## config.mk

```make
export PLATFORM = sky130hd
export DESIGN_NAME = trinity_handover_rx
export DESIGN_NICKNAME = d
export VERILOG_FILES = /design/src/rtl/arkhe_trinity_pkg.sv /design/src/rtl/trinity_event_fifo.sv /design/src/rtl/trinity_handover_rx.sv
export SDC_FILE = /design/constraint.sdc
export NUM_CORES = 1
export LEC_CHECK = 0
export BUFFER_PORTS_ARGS = -buffer_cell sky130_fd_sc_hd__buf_2
export CORE_MARGIN = 4
export CORE_UTILIZATION = 50
export CTS_CLUSTER_DIAMETER = 40
export DETAILED_ROUTE_END_ITERATION = 8
export PLACE_DENSITY_LB_ADDON = 0.2
export SLEW_MARGIN = 10
export SYNTH_ARGS = -nofsm -noshare
export SYNTH_HDL_FRONTEND = slang
export SYNTH_SLANG_ARGS = --single-unit
```

## constraint.sdc

```tcl
create_clock -name clk -period 11.9 [get_ports clk]
set_input_delay 2.38 -clock clk [delete_from_list [all_inputs] [get_ports clk]]
set_output_delay 2.38 -clock clk [all_outputs]
set_load 0.02 [all_outputs]
```

## src/rtl/arkhe_trinity_pkg.sv

```systemverilog
// -----------------------------------------------------------------------------
// arkhe_trinity_pkg
// Shared definitions for the Trinity handover receive path:
//   - field widths (priority, braid count, timestamp)
//   - Q16.16 constants PHI and KAPPA
//   - coalescer FSM state encoding
//   - ev_rec_t, the coalesced event record stored in the event FIFO
// -----------------------------------------------------------------------------
package arkhe_trinity_pkg;

   localparam int PRIO_W  = 4;
   localparam int BRAID_W = 4;
   localparam int TIME_W  = 16;
   localparam int PHASE_W = 32;

   // Golden ratio conjugate (0.6180) in Q16.16.
   localparam logic signed [PHASE_W-1:0] PHI   = 32'sh0000_9E37;
   // Coupling constant (0.7071) in Q16.16.
   localparam logic signed [PHASE_W-1:0] KAPPA = 32'sh0000_B505;

   localparam logic [BRAID_W-1:0] BRAID_MAX = '1;

   typedef enum logic {
      ST_IDLE = 1'b0,
      ST_HOLD = 1'b1
   } coal_state_e;

   typedef struct packed {
      logic [PRIO_W-1:0]         prio;
      logic signed [PHASE_W-1:0] phase;
      logic [BRAID_W-1:0]        braid;
      logic [TIME_W-1:0]         ts;
   } ev_rec_t;

endpackage

```

## src/rtl/trinity_event_fifo.sv

```systemverilog
// -----------------------------------------------------------------------------
// trinity_event_fifo
// Record FIFO with a registered read port. Storage is a DEPTH-entry array with
// extra-bit wrap-around pointers plus one output register. Total occupancy
// (array + output register) never exceeds DEPTH. A write into a full FIFO is
// accepted only when a read happens in the same cycle.
// Ports:
//   clk, rst            clock, synchronous active-high reset
//   wr_valid_i          write request
//   wr_data_i           record to write
//   wr_ready_o          write will be accepted this cycle
//   rd_valid_o          registered: rd_data_o holds a record
//   rd_data_o           head record, all-zero when rd_valid_o=0
//   rd_ready_i          consumer takes the head record
// -----------------------------------------------------------------------------
module trinity_event_fifo #(
   parameter int  DEPTH = 8,
   parameter type rec_t = logic [7:0]
) (
   input  logic clk,
   input  logic rst,
   input  logic wr_valid_i,
   input  rec_t wr_data_i,
   output logic wr_ready_o,
   output logic rd_valid_o,
   output rec_t rd_data_o,
   input  logic rd_ready_i
);

   localparam int AW = $clog2(DEPTH);
   typedef logic [AW:0] ptr_t;

   rec_t mem_q [DEPTH];
   ptr_t wr_ptr_q;
   ptr_t rd_ptr_q;
   logic out_valid_q;
   rec_t out_data_q;

   ptr_t mem_cnt;
   logic pop;
   logic full;
   logic load;
   logic wr_en;

   // NOTE: every signal assigned in an always_comb gets a default at the top so no latch is inferred.
   always_comb begin
      mem_cnt    = wr_ptr_q - rd_ptr_q;
      pop        = out_valid_q && rd_ready_i;
      // The output register counts toward capacity.
      full       = (mem_cnt + ptr_t'(out_valid_q)) == ptr_t'(DEPTH);
      wr_ready_o = !full || pop;
      wr_en      = wr_valid_i && wr_ready_o;
      // Refill the output register whenever it is empty or being drained.
      load       = (mem_cnt != '0) && (!out_valid_q || pop);
   end

   // NOTE: sequential state uses non-blocking assignments only.
   always_ff @(posedge clk) begin
      if (rst) begin
         wr_ptr_q    <= '0;
         rd_ptr_q    <= '0;
         out_valid_q <= 1'b0;
         out_data_q  <= '0;
      end else begin
         if (wr_en) begin
            wr_ptr_q <= wr_ptr_q + ptr_t'(1);
         end
         if (load) begin
            rd_ptr_q    <= rd_ptr_q + ptr_t'(1);
            out_valid_q <= 1'b1;
            out_data_q  <= mem_q[rd_ptr_q[AW-1:0]];
         end else if (pop) begin
            out_valid_q <= 1'b0;
            out_data_q  <= '0;
         end
      end
   end

   // NOTE: the storage array has no reset; the pointers guarantee an unwritten slot is never read out.
   always_ff @(posedge clk) begin
      if (wr_en) begin
         mem_q[wr_ptr_q[AW-1:0]] <= wr_data_i;
      end
   end

   assign rd_valid_o = out_valid_q;
   assign rd_data_o  = out_data_q;

endmodule

```

## src/rtl/trinity_handover_rx.sv

```systemverilog
// -----------------------------------------------------------------------------
// trinity_handover_rx
// Coalesces bursts of handover strobes from the Trinity core into single event
// records and queues them for a ready/valid consumer.
// A strobe in IDLE opens a record; strobes within HOLDOFF cycles of the last
// one merge into it (max priority, saturating braid count). HOLDOFF quiet
// cycles after the last strobe the record is pushed into the event FIFO.
// Ports:
//   clk, rst                       clock, synchronous active-high reset
//   handover_strobe                event pulse
//   priority_level, phase_z_in     sampled with the strobe
//   ev_valid / ev_ready            record handshake (ev_valid is registered)
//   ev_priority, ev_phase,
//   ev_braid, ev_time              record fields, zero when ev_valid=0
//   drop_count                     records lost to a full FIFO, saturating
//   overflow                       sticky, set on the first drop
// -----------------------------------------------------------------------------
module trinity_handover_rx
   import arkhe_trinity_pkg::*;
#(
   parameter int DEPTH   = 8,
   parameter int HOLDOFF = 4
) (
   input  logic                      clk,
   input  logic                      rst,
   input  logic                      handover_strobe,
   input  logic [PRIO_W-1:0]         priority_level,
   input  logic signed [PHASE_W-1:0] phase_z_in,
   output logic                      ev_valid,
   input  logic                      ev_ready,
   output logic [PRIO_W-1:0]         ev_priority,
   output logic signed [PHASE_W-1:0] ev_phase,
   output logic [BRAID_W-1:0]        ev_braid,
   output logic [TIME_W-1:0]         ev_time,
   output logic [15:0]               drop_count,
   output logic                      overflow
);

   localparam logic [7:0] HOLD_LOAD = 8'(HOLDOFF);

   coal_state_e       state_q;
   coal_state_e       state_d;
   logic [7:0]        hold_cnt_q;
   logic [7:0]        hold_cnt_d;
   ev_rec_t           rec_q;
   ev_rec_t           rec_d;
   logic [TIME_W-1:0] ts_q;
   logic [15:0]       drop_count_q;
   logic              overflow_q;

   logic    open_rec;
   logic    merge_rec;
   logic    push;
   logic    fifo_wr_ready;
   logic    drop;
   ev_rec_t head;

   // ---------------- coalescer FSM: state register ----------------
   always_ff @(posedge clk) begin
      if (rst) begin
         state_q <= ST_IDLE;
      end else begin
         state_q <= state_d;
      end
   end

   // ---------------- coalescer FSM: next state ----------------
   always_comb begin
      state_d = state_q;
      case (state_q)
         ST_IDLE: if (handover_strobe) state_d = ST_HOLD;
         ST_HOLD: if (!handover_strobe && hold_cnt_q == 8'd1) state_d = ST_IDLE;
         default: state_d = ST_IDLE;
      endcase
   end

   // ---------------- coalescer FSM: outputs ----------------
   // A strobe in the cycle the counter reaches 1 merges instead of pushing.
   always_comb begin
      open_rec  = 1'b0;
      merge_rec = 1'b0;
      push      = 1'b0;
      case (state_q)
         ST_IDLE: open_rec = handover_strobe;
         ST_HOLD: begin
            merge_rec = handover_strobe;
            push      = !handover_strobe && (hold_cnt_q == 8'd1);
         end
         default: ;
      endcase
   end

   // ---------------- record and holdoff counter ----------------
   always_comb begin
      rec_d      = rec_q;
      hold_cnt_d = hold_cnt_q;
      if (open_rec) begin
         rec_d.prio  = priority_level;
         rec_d.phase = phase_z_in;
         rec_d.braid = BRAID_W'(1);
         rec_d.ts    = ts_q;
         hold_cnt_d  = HOLD_LOAD;
      end else if (merge_rec) begin
         if (rec_q.braid != BRAID_MAX) rec_d.braid = rec_q.braid + BRAID_W'(1);
         if (priority_level > rec_q.prio) rec_d.prio = priority_level;
         hold_cnt_d = HOLD_LOAD;
      end else if (state_q == ST_HOLD) begin
         // Reaches 0 on the push edge, leaving the counter clear in IDLE.
         hold_cnt_d = hold_cnt_q - 8'd1;
      end
   end

   always_ff @(posedge clk) begin
      if (rst) begin
         ts_q       <= '0;
         hold_cnt_q <= '0;
         rec_q      <= '0;
      end else begin
         ts_q       <= ts_q + TIME_W'(1);
         hold_cnt_q <= hold_cnt_d;
         rec_q      <= rec_d;
      end
   end

   // ---------------- event FIFO ----------------
   trinity_event_fifo #(
      .DEPTH (DEPTH),
      .rec_t (ev_rec_t)
   ) u_fifo (
      .clk        (clk),
      .rst        (rst),
      .wr_valid_i (push),
      .wr_data_i  (rec_q),
      .wr_ready_o (fifo_wr_ready),
      .rd_valid_o (ev_valid),
      .rd_data_o  (head),
      .rd_ready_i (ev_ready)
   );

   // ---------------- drop accounting ----------------
   assign drop = push && !fifo_wr_ready;

   always_ff @(posedge clk) begin
      if (rst) begin
         drop_count_q <= '0;
         overflow_q   <= 1'b0;
      end else if (drop) begin
         overflow_q <= 1'b1;
         if (drop_count_q != 16'hFFFF) drop_count_q <= drop_count_q + 16'd1;
      end
   end

   assign ev_priority = head.prio;
   assign ev_phase    = head.phase;
   assign ev_braid    = head.braid;
   assign ev_time     = head.ts;
   assign drop_count  = drop_count_q;
   assign overflow    = overflow_q;

endmodule
```

==> results_dict.tcl <==
set metrics [dict create \
    status "complete, no violations" \
    grt_pass1_wl_um 71600 \
    drive_above_1_share 0.259 \
    use_met1 0.252 \
    worst_pin_slew_ns 0.978 \
    cts_hold_buf 0 \
    dp_hpwl_um 24700 \
    rr_worst_depth 11 \
    cp.arrival_ns 4.88 \
    synth_most_common_cell "edfxtp_1" \
    grt_util_met2 0.296 \
    layout.nets 1544 \
    rr_startpoint "u_fifo.wr_ptr_q[0]" \
    clkTransAtPathRegs_ns 0.06 \
    async_reset_ff_frac 0 \
    power.leakage_nw 9.10 \
    final_max_slew_viol_count 0 \
    wl_per_cell_um 21.1 \
    ys_warn_count 0 \
    synthToLayoutAreaGrowth_pct 16.9 \
    grt.busiest_layer "met2" \
    min_from "u_fifo.rd_data_o[11]" \
    start_kind "primary input" \
    crit_chain "buf_4 -> buf_4 -> nand2b_2 -> buf_4 -> o2bb2ai_1" \
    post_cts_buffers 0 \
    min_path_type "reg -> reg" \
    synth_edf_count 448 \
    fmax_ghz 0.226 \
    io_buffers 113 \
    power_w 0.00588 \
    start_util 0.508 \
    cts-resized-gates 0 \
    cts.sinks 614 \
    num_vias 12100 \
    fin_util 0.594 \
    relSlewSlack 0.348 \
    synthesis.area_um2 23100 \
    drt.antenna.violating_nets 0 \
    cts_root_buf "clkbuf_16" \
    cts_tree "done" \
    finalInstanceArea_um2 27000 \
    r2r-end "u_fifo.mem_q[4][15]" \
    finalCritPeriodShare 0.371 \
    clock-skew-final_ns 0.0185 \
    cpMostUsedCell "buf_4" \
    routed_wl_um 45500 \
    fill_cells 3413 \
    ys_seq_elements 614 \
    ys_types 59 \
    placed_cell_area_um2 24300 \
    n_antenna_cell 0 \
    syn_area_per_cell_um2 17.2 \
    grt_overflow 0 \
    r2r_slack_ns 7.84 \
    required_ns 12.36 \
    worst-path-max-fanout 68 \
    maxCapViolCount 0 \
    synth_area_leaders "edfxtp_1, dfxtp_1, mux4_2" \
    syn_inst 1345 \
    ir_drop_v 0.000123 \
    yosys.area_share.simple 0.0507 \
    tns_ns 0 \
    timing.critical_path.to "u_fifo.rd_data_o[15]" \
    num_rows 78 \
    yosysTopAreaCell "edfxtp_1" \
    ys.flop_type "edfxtp_1" \
    syn_nets 1402 \
    setup_viol 0 \
    dieArea_um2 49700 \
    cp_slowest_cell "buf_4" \
    io-pin-count 114 \
    routed_via_density 5.63 \
    synth_top_family_by_area "multiplexers" \
    antenna_found_initial 2 \
    yosys.area_share.adder 0.00953 \
    synth_compound_area_frac 0.0480 \
    grt_util_met3 0.0438 \
    place.gp.congestion 0.745 \
    slowest_delay_ns 0.75 \
    cts_buffers 78 \
    rsz0062_at_grt "false" \
    grt_max_degree 69 \
    synth.area.mux_share 0.139 \
    htree_levels 3 \
    yosysTopAreaCellShare 0.582 \
    drc 0 \
    critPathKind "in -> reg" \
    grt_util_all_layers 0.184 \
    core_area_um2 45500 \
    grt_pass1_vias 12400 \
    fin_crit_ns 4.42 \
    crit_start "rst" \
    pwr_density_cell_nw_per_um2 218 \
    fp.dieH_um 223 \
    hold_viol_final 0 \
    drt_first_pass_iters 4 \
    cts.path.max_buffers 3 \
    clk_latency_ns 0.60 \
    ys_seq_area_frac 0.726 \
    end_kind "flip-flop" \
    die_x_um 223 \
    synth-xor-area-share 0.00942 \
    synthTopCellsByCount "edfxtp_1, dfxtp_1, nand2_1" \
    drtIter0Drc 909 \
]
-- cells by family after synthesis --
family          Yosys count
compound gates          168
simple gates            249
fa+ha+maj                17
buf+inv                  94
flops                   614
mux                     179
xor+xnor                 24
-- worst min-delay path by stage --
| stage | end | slack [ns] | depth (start not counted) |
|---|---|---|---|
| after CTS | u_fifo.rd_data_o[17] | 0.46 | 1 |
| after detailed placement | u_fifo.rd_data_o[17] | 0.44 | 1 |
| after global placement | u_fifo.rd_data_o[9] | 0.44 | 1 |
| after global routing | u_fifo.rd_data_o[38] | 0.47 | 1 |
| after floorplan | ts_q[0] | 0.44 | 1 |
| final | u_fifo.rd_data_o[11] | 0.46 | 1 |
-- critical path, delay by kind of cell --
family,cells,cell delay (ns)
buffers and inverters,3,1.65
AOI/OAI and AO/OA,1,0.13
and+or+nand+nor,1,0.61
-- per-stage QoR --
step	worst slack [ns]	hold slack, ns	cells
floorplan	2.85	0.441	1345
global placement	6.94	0.441	2007
detailed placement	6.86	0.444	2007
CTS	7.49	0.461	2153
global route	7.32	0.472	2153
finish	7.48	0.458	2153
-- cells in the final DEF (no fill, tap or decap), types with 5 or more instances in the layout --
cell and instances:
clkbuf_16 80, buf_2 112, o2bb2ai_1 56, xnor2_1 8, o21ai_1 8, nand2_1 113
xor2_1 15, nor2b_1 6, buf_4 23, nor4_2 8, or3_1 12, bufinv_16 6
inv_1 21, clkbuf_1 17, nand3_1 21, inv_6 10, clkbuf_8 6, nor2_1 43
clkinvlp_4 5, nor3_1 8, nand4_1 6, ha_1 16, and3_1 6, a21oi_1 76
mux2i_1 63, edfxtp_1 448, o21ai_0 10, mux4_2 112, clkinv_2 7, dfxtp_1 163
-- registers in the layout, summed over array words and instances (netlist names), named ones only --
| signal | count |
|---|---|
| u_fifo.rd_ptr_q | 4 |
| u_fifo.mem_q | 448 |
| state_q | 1 |
| u_fifo.rd_data_o | 56 |
| rec_q | 56 |
| overflow | 1 |
| drop_count | 16 |
| ts_q | 16 |
| u_fifo.wr_ptr_q | 4 |
| u_fifo.rd_valid_o | 1 |
| hold_cnt_q | 8 |
-- layer usage --
layer	vias up	part of all wire
met3	89	0.049
met1	6198	0.44
met4	4	0.025
li1	5572	-
met5	-	0.00057
met2	266	0.48
-- layout make-up --
| cell class | instances | area [um^2] | share of cell area |
|---|---|---|---|
| Sequential cell | 614 | 16800 | 0.622 |
| Multi-Input combinational cell | 637 | 5990 | 0.222 |
| Clock buffer | 105 | 2160 | 0.0801 |
| Tap cell | 600 | 751 | 0.0278 |
| Timing Repair Buffer | 135 | 733 | 0.0271 |
| Clock inverter | 41 | 498 | 0.0184 |
| Inverter | 21 | 78.8 | 0.00292 |
-- power breakdown --
part | switching (W) | internal [W] | total (W)
Clock | 0.000913 | 0.00144 | 0.00235
Sequential | 0.000149 | 0.00240 | 0.00255
Combinational | 0.000528 | 0.000455 | 0.000983
Total | 0.00159 | 0.00429 | 0.00588
(Power assumes the default switching activity.)
